**src/rtl/ppu_sprite_eval_n.sv**
```systemverilog
// Per-scanline sprite evaluation: scans primary OAM and fills secondary OAM.
// Define PPU_SPR_OVERFLOW_BUG_EN to reproduce the 2C02 diagonal overflow scan.
module ppu_sprite_eval_n #(
    parameter int unsigned MAX_SPRITES = 8,
    localparam int unsigned SEC_BYTES  = MAX_SPRITES * 4,
    localparam int unsigned SEC_AW     = $clog2(SEC_BYTES),
    localparam int unsigned CNT_W      = $clog2(MAX_SPRITES) + 1,
    localparam int unsigned SLOT_W     = CNT_W - 1
) (
    input  logic              clk,
    input  logic              rst,
    input  logic [8:0]        x_i,
    input  logic [8:0]        y_i,
    input  logic              spr_enable_i,
    input  logic              spr_size16_i,
    output logic [7:0]        oam_addr_o,
    input  logic [7:0]        oam_data_i,
    input  logic [7:0]        new_oam_addr_i,
    input  logic              new_oam_addr_w_i,
    input  logic [SEC_AW-1:0] sec_oam_addr_i,
    output logic [7:0]        sec_oam_data_o,
    output logic              overflow_o,
    output logic              slot_0_is_spr_0_o,
    output logic [CNT_W-1:0]  sprite_count_o
);

    typedef enum logic [2:0] {IDLE, CLEAR, FETCH_Y, CHECK_Y, COPY, SCAN, DONE} state_t;

    state_t              state_q;
    logic [7:0]          sec_q [SEC_BYTES];
    logic [SEC_AW-1:0]   clr_idx_q;
    logic [5:0]          n_q;
    logic [1:0]          m_q;
    logic                scan_ph_q;
    logic [CNT_W-1:0]    count_q;
    logic                spr0_q;
    logic [7:0]          oam_addr_q;
    logic                overflow_q;
    logic                slot0_q;
    logic [CNT_W-1:0]    count_out_q;

    logic [8:0]          dy;
    logic                in_range;
    logic [SLOT_W-1:0]   slot;
    logic [5:0]          n_nxt;
    logic                last_spr;
    logic                full_next;
    logic                eval_active;
`ifdef PPU_SPR_OVERFLOW_BUG_EN
    logic [1:0]          m_nxt;
    assign m_nxt = m_q + 2'd1;
`endif

    // Wrapping 9-bit difference makes sprites below the line fall out of range.
    assign dy          = y_i - {1'b0, oam_data_i};
    assign in_range    = dy < (spr_size16_i ? 9'd16 : 9'd8);
    assign slot        = count_q[SLOT_W-1:0];
    assign n_nxt       = n_q + 6'd1;
    assign last_spr    = (n_q == 6'd63);
    assign full_next   = (count_q == CNT_W'(MAX_SPRITES - 1));
    assign eval_active = (state_q != IDLE) && (state_q != DONE);

    assign sec_oam_data_o    = sec_q[sec_oam_addr_i];
    assign oam_addr_o        = oam_addr_q;
    assign overflow_o        = overflow_q;
    assign slot_0_is_spr_0_o = slot0_q;
    assign sprite_count_o    = count_out_q;

    always_ff @(posedge clk) begin
        if (rst) begin
            state_q     <= IDLE;
            for (int unsigned i = 0; i < SEC_BYTES; i++) sec_q[SEC_AW'(i)] <= 8'hFF;
            clr_idx_q   <= '0;
            n_q         <= '0;
            m_q         <= '0;
            scan_ph_q   <= 1'b0;
            count_q     <= '0;
            spr0_q      <= 1'b0;
            oam_addr_q  <= '0;
            overflow_q  <= 1'b0;
            slot0_q     <= 1'b0;
            count_out_q <= '0;
        end else begin
            if (x_i == 9'd257) begin
                count_out_q <= count_q;
                slot0_q     <= spr0_q;
            end

            if (!spr_enable_i) begin
                state_q <= IDLE;
            end else if (eval_active && x_i == 9'd257) begin
                state_q <= DONE;
            end else begin
                unique case (state_q)
                    IDLE: begin
                        if (x_i == 9'd1 && y_i <= 9'd239) begin
                            state_q   <= CLEAR;
                            clr_idx_q <= '0;
                            spr0_q    <= 1'b0;
                        end
                    end
                    CLEAR: begin
                        sec_q[clr_idx_q] <= 8'hFF;
                        clr_idx_q        <= clr_idx_q + SEC_AW'(1);
                        if (x_i == 9'd65) begin
                            state_q    <= FETCH_Y;
                            n_q        <= '0;
                            m_q        <= '0;
                            count_q    <= '0;
                            oam_addr_q <= 8'd0;
                        end
                    end
                    // Address runs one byte ahead so data lines up with the next state.
                    FETCH_Y: begin
                        oam_addr_q <= {n_q, 2'd1};
                        state_q    <= CHECK_Y;
                    end
                    CHECK_Y: begin
                        if (in_range) begin
                            sec_q[{slot, 2'd0}] <= oam_data_i;
                            oam_addr_q          <= {n_q, 2'd2};
                            m_q                 <= 2'd1;
                            state_q             <= COPY;
                        end else if (last_spr) begin
                            state_q <= DONE;
                        end else begin
                            n_q        <= n_nxt;
                            oam_addr_q <= {n_nxt, 2'd0};
                            state_q    <= FETCH_Y;
                        end
                    end
                    COPY: begin
                        sec_q[{slot, m_q}] <= oam_data_i;
                        m_q                <= m_q + 2'd1;
                        oam_addr_q         <= {n_q, 2'd3};
                        if (m_q == 2'd3) begin
                            count_q <= count_q + CNT_W'(1);
                            if (n_q == 6'd0) spr0_q <= 1'b1;
                            if (last_spr) begin
                                state_q <= DONE;
                            end else begin
                                n_q        <= n_nxt;
                                oam_addr_q <= {n_nxt, 2'd0};
                                scan_ph_q  <= 1'b0;
                                state_q    <= full_next ? SCAN : FETCH_Y;
                            end
                        end
                    end
                    // Phase 0 waits for OAM data, phase 1 tests it.
                    SCAN: begin
                        scan_ph_q <= ~scan_ph_q;
                        if (scan_ph_q) begin
                            if (in_range) overflow_q <= 1'b1;
                            if (last_spr) begin
                                state_q <= DONE;
                            end else begin
                                n_q <= n_nxt;
`ifdef PPU_SPR_OVERFLOW_BUG_EN
                                if (!in_range) begin
                                    m_q        <= m_nxt;
                                    oam_addr_q <= {n_nxt, m_nxt};
                                end else begin
                                    oam_addr_q <= {n_nxt, m_q};
                                end
`else
                                oam_addr_q <= {n_nxt, 2'd0};
`endif
                            end
                        end
                    end
                    DONE: begin
                        if (x_i == 9'd0) state_q <= IDLE;
                    end
                    default: state_q <= IDLE;
                endcase
            end

            // Later assignments take priority: sprite-fetch reset, then CPU write.
            if (spr_enable_i && x_i >= 9'd257 && x_i <= 9'd320) oam_addr_q <= 8'd0;
            if (new_oam_addr_w_i) oam_addr_q <= new_oam_addr_i;
            if (y_i == 9'd261 && x_i == 9'd1) overflow_q <= 1'b0;
        end
    end

endmodule

```
**config.mk**
```make
export PLATFORM = sky130hd
export DESIGN_NAME = ppu_sprite_eval_n
export DESIGN_NICKNAME = d
export VERILOG_FILES = /design/src/rtl/ppu_sprite_eval_n.sv
export SDC_FILE = /design/constraint.sdc
export NUM_CORES = 1
export LEC_CHECK = 0
export CORE_ASPECT_RATIO = 0.9
export CORE_MARGIN = 2
export CORE_UTILIZATION = 65
export CTS_BUF_LIST = sky130_fd_sc_hd__clkbuf_16
export DETAILED_ROUTE_END_ITERATION = 10
export PLACE_DENSITY = 0.88
export SLEW_MARGIN = 10
export SYNTH_ARGS = -nofsm -noshare
export SYNTH_HDL_FRONTEND = slang
export SYNTH_SLANG_ARGS = --single-unit
```
**constraint.sdc**
```tcl
create_clock -name clk -period 6.2 [get_ports clk]
set_input_delay 0.62 -clock clk [delete_from_list [all_inputs] [get_ports clk]]
set_output_delay 0.62 -clock clk [all_outputs]
set_load 0.005 [all_outputs]
```
; ---- Word level (Yosys, flattened, before mapping)
; Memory sizes are Yosys's and may differ from the RTL's.
; Cells that the tools add are included.
[word_totals]
output_inout_bits = 22
input_bits = 44
ff_bits = 36
ram_bits = 256
wordCells = 164
n_memories = 1
[op_classes]
muxes = 72
n_addsub = 5
order_cmp = 4
n_eq_ne = 33
bitwise_logic = 3
reduce_logical = 34
[mem_list]
columns = memory, words, width, read_ports, rd_ports_with_merged_regs, write_ports, line_no
row1 = sec_q, 32, 8, 1, 0, 32, 30  ; logic [7:0] sec_q [SEC_BYTES];
[op_table]
columns = operator, count
row1 = two-way mux 8 bit, 13
row2 = one-hot mux 8 bit (5 select lines), 1
row3 = two-way mux 3 bit, 11
row4 = two-way mux 6 bit, 5
row5 = two-way mux 1 bit, 26
row6 = two-way mux 5 bit, 5
row7 = AND reduction 5 bit, 5
row8 = one-hot mux 6 bit (4 select lines), 1
row9 = OR reduction 8 bit, 3
row10 = "inequality test 3 bit, second input constant", 7
row11 = one-hot mux 3 bit (7 select lines), 1
row12 = "inequality test 2 bit, second input constant", 10
row13 = "== test 9 bit, second input constant", 2
row14 = AND reduction 6 bit, 3
row15 = one-hot mux 5 bit (2 select lines), 1
row16 = "== test 3 bit, second input constant", 3
row17 = "== test 9 x 1 -> 1 bit, second input constant", 1
row18 = "== test 9 x 7 -> 1 bit, second input constant", 1
row19 = ">= comparator 9 bit, second input constant", 1
row20 = "<= comparator 9 x 8 -> 1 bit, second input constant", 1
row21 = "<= comparator 9 bit, second input constant", 1
row22 = zero test 9 bit, 1
row23 = < comparator 9 x 5 -> 1 bit, 1
row24 = nonzero test 3 bit, 3
row25 = other kinds (28), 44

; ---- Depth between registers and ports, before layout
; Gate-level depths: netlist of run 1.
[depth]
depth_word = 11
mapped_depth = 17
ltp_nobuf = 14

; ---- Least setup slack after synthesis of run 1
; No wires, ideal clock.
[synth_path]
path_kind = input port to flip-flop
start = in oam_data_i[1]
end = mem sec_q[0][0], enable pin
path_slack_ns = 1.941
n_path_buf = 2
arrival_time_ns = 3.933
path_stages = 15
path_cell_list = inv_1 -> ha_1 -> a2111oi_2 -> nor2_1 -> xnor2_1 -> ha_1 -> a31o_2 -> a2111oi_0 -> and4_1 -> and4_1 -> buf_2 -> nand2_1 -> a21oi_1 -> clkbuf_1 -> a21o_1
[synth_lines]
columns = item, line_no
row1 = "start, declared", 17  ; input logic [7:0] oam_data_i,
row2 = "end, declared", 30

==> results of run 1 <==
placed cells by master, fill, tap and decap left out, types with 5 or more instances in the layout:
master / Yosys / routed
sky130_fd_sc_hd__nand2_1: 50 / 50
sky130_fd_sc_hd__a311oi_1: 6 / 6
sky130_fd_sc_hd__and3_1: 6 / 6
sky130_fd_sc_hd__buf_4: 4 / 36
sky130_fd_sc_hd__o2111ai_1: 5 / 5
sky130_fd_sc_hd__clkbuf_16: 0 / 29
sky130_fd_sc_hd__a21oi_1: 53 / 50
sky130_fd_sc_hd__nor2_2: 0 / 8
sky130_fd_sc_hd__mux4_2: 80 / 80
sky130_fd_sc_hd__mux2_2: 8 / 8
sky130_fd_sc_hd__a211oi_1: 7 / 7
sky130_fd_sc_hd__inv_1: 23 / 26
sky130_fd_sc_hd__a21o_1: 35 / 35
sky130_fd_sc_hd__nor3_1: 19 / 19
sky130_fd_sc_hd__nand2b_1: 5 / 5
sky130_fd_sc_hd__nor2b_1: 5 / 5
sky130_fd_sc_hd__clkinv_1: 0 / 5
sky130_fd_sc_hd__a22oi_1: 8 / 8
sky130_fd_sc_hd__a31oi_1: 5 / 5
sky130_fd_sc_hd__nand3b_1: 10 / 10
sky130_fd_sc_hd__nor2_1: 50 / 42
sky130_fd_sc_hd__ha_1: 16 / 16
sky130_fd_sc_hd__clkdlybuf4s50_1: 0 / 62
sky130_fd_sc_hd__nand3_1: 275 / 275
sky130_fd_sc_hd__edfxtp_1: 256 / 256
sky130_fd_sc_hd__nor4_1: 7 / 7
sky130_fd_sc_hd__o21ai_0: 32 / 32
sky130_fd_sc_hd__dfxtp_1: 36 / 36
final cells by class:
class	count	share of cell area [%]
Sequential cell	292	50.7
Multi-Input combinational cell	762	35.4
Tap cell	297	2.24
Clock inverter	20	1.27
Inverter	23	0.520
Timing Repair Buffer	101	5.55
Clock buffer	29	4.37
cell families after synthesis:
logic type               after synthesis  share of synthesized area (%)
multiplexers                         100                           13.6
buffers and inverters                155                           4.50
XOR/XNOR                               6                          0.353
adder cells (fa/ha/maj)               16                           1.35
flip-flops                           292                           56.6
AND/OR/NAND/NOR                      453                           15.2
AO/OA/AOI/OAI                        187                           8.45
through the flow:
step | instances | hold slack (ns) | cell area [sq um] | utilization (%)
final | 1524 | 0.464 | 16600 | 73.9
after global routing | 1524 | 0.486 | 16600 | 73.9
after CTS | 1524 | 0.448 | 16600 | 73.9
after detailed placement | 1475 | 0.453 | 15700 | 69.8
after global placement | 1475 | 0.448 | 15700 | 69.8
after floorplan | 1209 | 0.432 | 14900 | -
sequential cells by signal (all words and copies together), names as in the netlist:
signal	cells
scan_ph_q	1
m_q	2
n_q	6
spr0_q	1
sprite_count_o	4
count_q	4
oam_addr_o	8
slot_0_is_spr_0_o	1
overflow_o	1
clr_idx_q	5
sec_q	256
state_q	3
tightest hold or removal path, stage by stage (launching register included):
cell                      delay (ns)
sky130_fd_sc_hd__dfxtp_1        0.31
sky130_fd_sc_hd__nand2_1        0.05
sky130_fd_sc_hd__a21oi_1        0.05
routing by layer:
layer	track usage (%)	vias to the layer above
met2	54.8	910
met3	7.04	133
met4	12.3	0
met5	0	-
met1	46.6	5441
li1	-	4698
final timing paths:
kind                           from                end  slack, ns  cells past startpoint
hold / removal    slot_0_is_spr_0_o  slot_0_is_spr_0_o       0.46                      2
setup reg to reg         state_q[2]       sec_q[31][7]       1.99                      7
setup / recovery      oam_data_i[1]       sec_q[31][7]       0.87                     14
hold reg to reg   slot_0_is_spr_0_o  slot_0_is_spr_0_o       0.46                      2
where the power goes:
part           leakage, uW  internal [uW]  switching (uW)
Combinational      0.00195            164             173
Clock             0.000460           1010             742
Sequential         0.00267           2200            29.8
Total              0.00509           3380             945
==> flow_summary.ini, run 1 <==
[synth]
synth.top_cells.by_count = sky130_fd_sc_hd__nand3_1, sky130_fd_sc_hd__edfxtp_1, sky130_fd_sc_hd__clkbuf_1, sky130_fd_sc_hd__mux4_2, sky130_fd_sc_hd__a21oi_1
yosysSeqAreaShare_pct = 56.6
top_count_cell_post_synth = sky130_fd_sc_hd__nand3_1
net_count_after_synthesis = 1269
synthesis.area_per_instance_sq_um = 12.3
post_synth_main_area_contributors = sky130_fd_sc_hd__edfxtp_1, sky130_fd_sc_hd__mux4_2, sky130_fd_sc_hd__nand3_1
synth_enable_flop_cells = 256
post_synth_inst_count = 1209
synth_top_area_share_pct = 51.7
synth_ff_type = sky130_fd_sc_hd__edfxtp_1
synthDistinctLibCells = 64
fraction_of_synthesis_flops_using_an_asynchronous_set_or_reset_pin_pct = 0
yosysTopAreaCell = sky130_fd_sc_hd__edfxtp_1
mappedNetlistArea_sq_um = 14900
ys_warn_count = 0
yosys_register_bits = 292

[power_and_ir_drop]
peakVddDrop_mv = 0.239
power.total_uw = 4320
power_per_cell_area_nw_per_um2 = 260
power_leakage_uw = 0.00509

[placed_design]
detailed_place_hpwl_um = 24300
gpl_congestion = 0.964
buffer_ports.inserted = 65
placement.setup.worst_slack_ns = 0.566

[setup_path]
endpoint_kind = flop
crit_path_start_kind = input port
cp_data_required_time_ns = 6.41
worstPathMaxFanout = 33
critPathSlowestCell = sky130_fd_sc_hd__o221a_2
cpPeakStageDelay_ns = 0.85
timing.critical_path.max_delay_family = compound AO/OA/AOI/OAI gates
worstPathCellList = clkdlybuf4s50_1 > inv_1 > ha_1 > a2111oi_2 > nor2_1 > xnor2_1 > ha_1 > a31o_2 > a2111oi_0 > and4_1 > nand4_1 > nor2_1 > o221a_2 > a21o_1
worstSetupPathType = in2reg
path_buf_inv = 2
worst_ep_arrival_time_ns = 5.53

[floorplanning]
placement_rows = 52
core_sq_um = 22400
dieWidth_um = 163
top_level_ports = 66
floorplan.initialDensity_pct = 66.2
dieHeight_um = 147
die_area_sq_um = 24100

[detailed_routing]
topRoutingLayerUsed = met4
number_of_drc_violations_after_detailed_routing = 0
routed-via-count = 11200
antenna_violating_nets_post_route = 0
drt_iter0_drc = 1984
met3_routed_wl_um = 5210
total_iterations_of_the_first_detailed_routing_run = 6
vias_per_cell = 7.34
drt-met1-wl_um = 13800
route.met2.wl_um = 19500
routed_wirelength_um = 40000
route.detailed.wl_per_inst_um = 26.3

[timing]
timing.final.setup_violations = 0
max_clock_freq_ghz = 0.188
max-slew-margin-rel_pct = 17.9
post-route-period-util_pct = 85.9
final.setup_skew_ns = 0.0158
fin_setup_tns_ns = 0
timing.final.max_slew_violations = 0
unrepaired_setup_endpoints_after_global_routing = false
post-route-min-period_ns = 5.33
timing.final.ws_setup_ns = 0.875
finalHoldViolCount = 0
worst_pin_slew_ns = 1.23

[cells_and_area]
ff_latch_area_sq_um = 8410
diodes = 0
final_layout_size_suffix_gt1_share_pct = 16.0
multiInputGateArea_sq_um = 5870
num-nets-final = 1268
layout.filler_cells = 1328
layout-area-overhead-vs-synth_pct = 11.6

[job]
timing.max_cap.violations = 0

[clocking]
ctsLongestPathBuffers = 3
cts_tree = done
post_cts.resized_instances = 0
htreeDepth = 1
cts_hold_buf = 0
clkSlewWorstSetupHoldPaths_ns = 0.06
cts_sinks = 292
post_cts.repair.setup_buffers = 0
cts_made_buffers = 28
root_buffer_cell = sky130_fd_sc_hd__clkbuf_16
clk_latency_ns = 0.55

[grt]
grt_pass1_vias = 10600
antenna_found_initial = 0
grt_first_pass_wirelength_um = 62000
grt-ovfl-total = 0
global_route.usage.total_pct = 34.0
grt_start_max_net_pins = 73

[min_path]
hold_path_class = reg2reg

[outcome]
run_status = complete, no violations
No activity file was read; power rests on OpenSTA's default activity.
==> run 2: changes to the inputs <==
--- a/config.mk
+++ b/config.mk
@@ -5,6 +5,7 @@
 export SDC_FILE = /design/constraint.sdc
 export NUM_CORES = 1
 export LEC_CHECK = 0
+export ABC_CLOCK_PERIOD_IN_PS = 6200
 export CORE_ASPECT_RATIO = 0.9
 export CORE_MARGIN = 2
 export CORE_UTILIZATION = 65
==> results of run 2 <==
No change in the layout: final DEF, timing and power equal those of run 1.
